File: config.mk
export PLATFORM = sky130hd
export DESIGN_NAME = step3_normalize
export DESIGN_NICKNAME = d
export VERILOG_FILES = /design/src/rtl/step3_normalize.sv
export SDC_FILE = /design/constraint.sdc
export NUM_CORES = 1
export LEC_CHECK = 0
export ABC_CLOCK_PERIOD_IN_PS = 6880
export BUFFER_PORTS_ARGS = -buffer_cell sky130_fd_sc_hd__buf_2
export CORE_AREA = 3 3 184 186
export DETAILED_ROUTE_END_ITERATION = 12
export DIE_AREA = 0 0 187 189
export SLEW_MARGIN = 20
export SYNTH_ARGS = -nofsm -noshare
export SYNTH_HDL_FRONTEND = slang
export SYNTH_SLANG_ARGS = --single-unit
File: constraint.sdc
create_clock -name clock -period 6.88 [get_ports clock]
set_clock_uncertainty 0.2 [all_clocks]
set_input_delay 0.688 -clock clock [delete_from_list [all_inputs] [get_ports clock]]
set_output_delay 0.688 -clock clock [all_outputs]
set_load 0.01 [all_outputs]
File: src/rtl/step3_normalize.sv
// Normalize-and-round stage of the single-precision FP MAC pipeline.
// Stage A aligns the hidden bit, stage B rounds to nearest even and clamps the exponent.
module step3_normalize #(
    parameter int EXP_W = 8,
    parameter int MAN_W = 23,
    parameter int BIAS  = 127
) (
    input  logic                   clock,
    input  logic                   resetn,
    input  logic                   in_valid,
    input  logic                   in_sign,
    input  logic [EXP_W+1:0]       in_exp,
    input  logic [2*MAN_W+1:0]     in_mant,
    output logic                   out_valid,
    output logic                   out_sign,
    output logic [EXP_W-1:0]       out_exp,
    output logic [MAN_W-1:0]       out_mant,
    output logic                   out_overflow,
    output logic                   out_underflow,
    output logic                   out_zero
);

    localparam int SUM_W   = 2*MAN_W + 2;
    localparam int H       = 2*MAN_W;
    localparam int EW      = EXP_W + 2;
    localparam int LZ_W    = $clog2(H + 1);
    localparam int EXP_INF = 2*BIAS + 1;

    localparam logic signed [EW:0] E_INF  = EW'(EXP_INF);
    localparam logic signed [EW:0] E_ZERO = '0;

    // Handshake: in_valid qualifies the input sample for one cycle; there is no
    // ready, so every valid sample is accepted. out_valid qualifies all outputs.

    // ------------------------------------------------------------------
    // Stage A: leading-zero count and normalization (combinational part)
    // ------------------------------------------------------------------
    logic [LZ_W-1:0]  lz;
    logic [SUM_W-1:0] mant_shr;
    logic [SUM_W-1:0] mant_shl;
    logic             a_zero_n;
    logic             a_sticky_n;
    logic [H:0]       a_norm_n;
    logic [EW-1:0]    a_exp_n;

    always_comb begin
        lz = '0;
        // Ascending scan: the highest set bit at or below the hidden position wins.
        for (int i = 0; i <= H; i++) begin
            if (in_mant[i]) begin
                lz = LZ_W'(H - i);
            end
        end
    end

    assign mant_shr = in_mant >> 1;
    assign mant_shl = in_mant << lz;

    always_comb begin
        a_zero_n   = 1'b0;
        a_sticky_n = 1'b0;
        a_norm_n   = '0;
        a_exp_n    = in_exp;
        if (in_mant == '0) begin
            a_zero_n = 1'b1;
        end else if (in_mant[SUM_W-1]) begin
            a_norm_n   = mant_shr[H:0];
            a_exp_n    = in_exp + EW'(1);
            a_sticky_n = in_mant[0];
        end else begin
            a_norm_n = mant_shl[H:0];
            a_exp_n  = in_exp - EW'(lz);
        end
    end

    // Stage A registers; the normalized value always has bit H set (or is zero),
    // so the carry position is not carried forward.
    logic          a_valid;
    logic          a_sign;
    logic          a_zero;
    logic          a_sticky;
    logic [H:0]    a_norm;
    logic [EW-1:0] a_exp;

    always_ff @(posedge clock or negedge resetn) begin
        if (!resetn) begin
            a_valid  <= 1'b0;
            a_sign   <= 1'b0;
            a_zero   <= 1'b0;
            a_sticky <= 1'b0;
            a_norm   <= '0;
            a_exp    <= '0;
        end else begin
            a_valid <= in_valid;
            if (in_valid) begin
                a_sign   <= in_sign;
                a_zero   <= a_zero_n;
                a_sticky <= a_sticky_n;
                a_norm   <= a_norm_n;
                a_exp    <= a_exp_n;
            end
        end
    end

    // ------------------------------------------------------------------
    // Stage B: round to nearest even, then clamp the exponent
    // ------------------------------------------------------------------
    logic [MAN_W-1:0]  frac;
    logic              guard;
    logic              sticky;
    logic              round_up;
    logic [MAN_W:0]    frac_sum;
    logic signed [EW:0] e_fin;

    assign frac     = a_norm[H-1:MAN_W];
    assign guard    = a_norm[MAN_W-1];
    assign sticky   = (|a_norm[MAN_W-2:0]) | a_sticky;
    assign round_up = guard & (sticky | frac[0]);
    assign frac_sum = {1'b0, frac} + (MAN_W+1)'(round_up);
    // One extra bit keeps the round carry from wrapping the signed exponent.
    assign e_fin    = $signed({a_exp[EW-1], a_exp}) + $signed((EW+1)'(frac_sum[MAN_W]));

    logic             b_sign_n;
    logic [EXP_W-1:0] b_exp_n;
    logic [MAN_W-1:0] b_mant_n;
    logic             b_ovf_n;
    logic             b_unf_n;
    logic             b_zero_n;

    always_comb begin
        b_sign_n = a_sign;
        b_exp_n  = e_fin[EXP_W-1:0];
        b_mant_n = frac_sum[MAN_W-1:0];
        b_ovf_n  = 1'b0;
        b_unf_n  = 1'b0;
        b_zero_n = 1'b0;
        if (a_zero) begin
            // Exact cancellation is reported as +0.
            b_sign_n = 1'b0;
            b_exp_n  = '0;
            b_mant_n = '0;
            b_zero_n = 1'b1;
        end else if (e_fin >= E_INF) begin
            b_exp_n  = EXP_W'(EXP_INF);
            b_mant_n = '0;
            b_ovf_n  = 1'b1;
        end else if (e_fin <= E_ZERO) begin
            b_exp_n  = '0;
            b_mant_n = '0;
            b_unf_n  = 1'b1;
            b_zero_n = 1'b1;
        end
    end

    always_ff @(posedge clock or negedge resetn) begin
        if (!resetn) begin
            out_valid     <= 1'b0;
            out_sign      <= 1'b0;
            out_exp       <= '0;
            out_mant      <= '0;
            out_overflow  <= 1'b0;
            out_underflow <= 1'b0;
            out_zero      <= 1'b0;
        end else begin
            out_valid <= a_valid;
            if (a_valid) begin
                out_sign      <= b_sign_n;
                out_exp       <= b_exp_n;
                out_mant      <= b_mant_n;
                out_overflow  <= b_ovf_n;
                out_underflow <= b_unf_n;
                out_zero      <= b_zero_n;
            end
        end
    end

endmodule

==> results.py <==
metrics = {
    "outcome": {
        "status": "completed",
    },
    "yosys": {
        "yosysTopAreaCellShare_pct": 29.7,
        "synth_flop_cell": "dfrtp_1",
        "synth-compound-area-share_pct": 25.7,
        "synth_top_family_by_area": "compound AO/OA/AOI/OAI gates",
        "yosysSeqAreaShare_pct": 29.7,
        "synth-seq-cells": 96,
        "ys_top_cells_by_area": "dfrtp_1 (30%), mux2i_1 (14%), a21oi_1 (5.2%), nand2_1 (4.7%), nor2_1 (4.7%)",
        "synth_area_leader_cell": "dfrtp_1",
        "synth-edff-count": 0,
        "synth_xor_area_share_pct": 3.89,
        "async_flop_share_pct": 100,
        "synth_mux_area_share_pct": 14.9,
        "synthesis.area_mm2": 0.00810,
        "syn_inst": 1007,
        "ys_warn_count": 0,
        "synthSimpleGateAreaFrac_pct": 18.8,
        "avgSynthCellArea_um2": 8.04,
        "synthAdderAreaFrac_pct": 2.26,
        "yosysUniqueCellTypes": 68,
        "syn_nets": 1083,
    },
    "setup_path": {
        "r2r_slack_ns": 2.13,
        "ff2ff_path_depth": 14,
        "r2r_end": "out_mant[2]$_DFFE_PN0P_",
        "end_kind": "register",
        "critPathRequiredTime_ns": 6.89,
        "crit_path_start_kind": "primary input",
        "cp.arrival_ns": 5.29,
        "r2r-start": "a_norm[30]$_DFFE_PN0P_",
        "worstSetupPathType": "primary input to register",
        "worstPathMaxFanout": 15,
    },
    "die": {
        "rows": 66,
        "core_area_mm2": 0.0325,
        "die_area_mm2": 0.0353,
        "fp.dieW_um": 187,
        "io_pins": 98,
        "initial_core_util_pct": 24.9,
        "fp.dieH_um": 189,
    },
    "global_routing": {
        "grt_overflow_total": 0,
        "grt_max_degree": 65,
        "antenna_found_initial": 0,
        "grt_first_pass_wirelength_um": 49900,
        "grt_use_total_pct": 18.0,
        "grt_pass1_vias": 8101,
    },
    "placed_design": {
        "gp_congestion": 1.00,
        "hpwl_um": 24800,
        "port_buffers": 97,
    },
    "clocking": {
        "cts_sinks": 96,
        "htreeDepth": 3,
        "cts_hold_buf": 0,
        "cts_made_buffers": 9,
        "cts_resized": 0,
        "cts_root_buf": "clkbuf_16",
        "cts.path.max_buffers": 2,
        "tritoncts": "yes",
        "cts_post_setup_buffers_inserted": 0,
        "clock_latency_ns": 0.35,
        "path_clk_slew_ns": 0.07,
    },
    "timing": {
        "fmax_mhz": 189,
        "setup_viol": 0,
        "tightest_slew_ns": 1.16,
        "rsz0062_at_grt": "no",
        "drv_slew": 0,
        "hold_viol": 0,
        "min_period_ns": 5.29,
        "slew_headroom_pct": 22.0,
        "whs_ns": 0.0699,
        "fin_crit_sh_pct": 76.8,
        "fin_setup_tns_ns": 0,
    },
    "power": {
        "leakagePower_nw": 4.12,
        "vdd.ir_drop.worst_v": 0.000119,
        "p_per_area_mw_per_mm2": 195,
    },
    "route": {
        "drt_first_pass_iters": 5,
        "drt-initial-drc-count": 854,
        "post-route-drc-count": 0,
        "num_vias": 8293,
        "drt-total-wl_um": 32500,
        "wire_per_inst_um": 21.5,
        "viasPerCell": 5.48,
        "antenna_left": 0,
    },
    "final_layout": {
        "nets": 1144,
        "diodes": 0,
        "layout-drive-gt1-share_pct": 13.8,
        "synthToLayoutAreaGrowth_pct": 14.9,
        "n_fill_cell": 3525,
    },
    "min_path": {
        "hp-class": "primary input to asynchronous set/reset pin",
    },
    "flow_run": {
        "max_cap_viol_count": 0,
    },
}
## sequential cells by signal (all words and copies together) (netlist names)
name,cells
a_sign,1
out_exp,8
out_overflow,1
out_mant,23
out_zero,1
a_exp,10
out_valid,1
a_sticky,1
out_sign,1
a_norm,46
a_zero,1
a_valid,1
out_underflow,1
## cells in the final DEF (no fill, tap or decap), types with 10 or more instances in the layout
master     instances
nor4_1            16
ha_1              13
mux2i_1          111
nor3_1            31
o21ai_0           69
xnor2_1           20
buf_4             17
a21oi_1           84
a31oi_1           11
nand3_1           22
dfrtp_1           96
buf_2             95
nor2b_1           10
nand2_1          102
a22oi_1           21
nor2_1           101
inv_1             32
o2bb2ai_1         22
and3_1            10
o22ai_1           11
a221oi_1          11
xor2_1            16
## worst max-delay path, stage by stage
cell and delay (ns):
buf_2 0.13, nor4_1 0.98, and3_1 0.46, and2_1 0.27
nand2_1 0.14, a21oi_2 0.41, nor2_1 0.39, a21oi_2 0.32
o21a_1 0.16, ha_1 0.26, nand2_1 0.09, o21ai_0 0.12
a21o_1 0.21, a21oi_1 0.17, xor2_1 0.17, nor2_1 0.08
xnor2_1 0.14, a21oi_1 0.08
## cells by family (layout without fill, tap and decap cells)
kind of cell             Yosys count  in the layout
AND/OR/NAND/NOR                  331            331
AO/OA/AOI/OAI                    315            315
multiplexers                     119            119
flip-flops                        96             96
buffers and inverters             96            161
XOR/XNOR                          36             36
adder cells (fa/ha/maj)           14             14
## worst max-delay path by stage
| stage | from | endpoint | cells past startpoint |
|---|---|---|---|
| floorplan | in_mant[8] | a_exp[9]$_DFFE_PN0P_ | 23 |
| global placement | in_mant[43] | a_exp[9]$_DFFE_PN0P_ | 20 |
| detailed placement | in_mant[43] | a_exp[9]$_DFFE_PN0P_ | 18 |
| CTS | in_mant[43] | a_exp[9]$_DFFE_PN0P_ | 18 |
| global route | in_mant[43] | a_exp[9]$_DFFE_PN0P_ | 18 |
| finish | in_mant[43] | a_exp[9]$_DFFE_PN0P_ | 18 |
## layout make-up
type	count	area, um2	share of cell area [%]
timing repair buffer	112	603	6.48
sequential	96	2400	25.8
tap	442	553	5.94
inverter	34	128	1.37
clock buffer	10	239	2.57
clock inverter	5	62.6	0.672
multi-input combinational	815	5320	57.1
## report_power, final
group	leakage, nW	total [W]	internal [W]	switching [W]
Combinational	2.81	0.000585	0.000212	0.000373
Sequential	1.17	0.000704	0.000639	0.0000655
Clock	0.142	0.000521	0.000293	0.000229
## cell usage after synthesis (all sizes together) (5+ instances only)
cell type	instances
nor2b	10
ha	13
o221ai	7
a21o	7
and2	7
xnor2	20
o31ai	7
clkbuf	41
a31oi	12
a221oi	13
nand3	22
or3	6
buf	21
mux2	7
nand4	9
xor2	16
nand2	102
o21a	9
dfrtp	96
nor3	32
inv	32
nor2	102
o211ai	8
o21ai	74
mux2i	112
o2bb2ai	22
a211oi	5
o22ai	11
a21oi	87
nor4	16
and3	10
a22oi	21
## through the flow
step / util [%] / cells / setup WS [ns] / power, W / instance area [um2]
floorplan: - / 1007 / 1.88 / 0.00106 / 8100
global placement: 27.7 / 1499 / 1.52 / 0.00129 / 9000
global route: 28.7 / 1514 / 1.39 / 0.00191 / 9300
finish: 28.7 / 1514 / 1.59 / 0.00181 / 9300
CTS: 28.7 / 1514 / 1.74 / 0.00182 / 9300
detailed placement: 27.7 / 1499 / 1.38 / 0.00129 / 9000
## per-layer routing
metal / vias to the layer above / part of all wire (%) / routed length (um) / track usage (%)
li1: 3858 / - / - / -
met1: 3950 / 45 / 14800 / 24.8
met2: 421 / 43 / 14100 / 27.9
met3: 64 / 7.5 / 2450 / 3.31
met4: 0 / 3.6 / 1170 / 7.04
met5: - / 0 / 0 / 0
(Power assumes the default switching activity.)
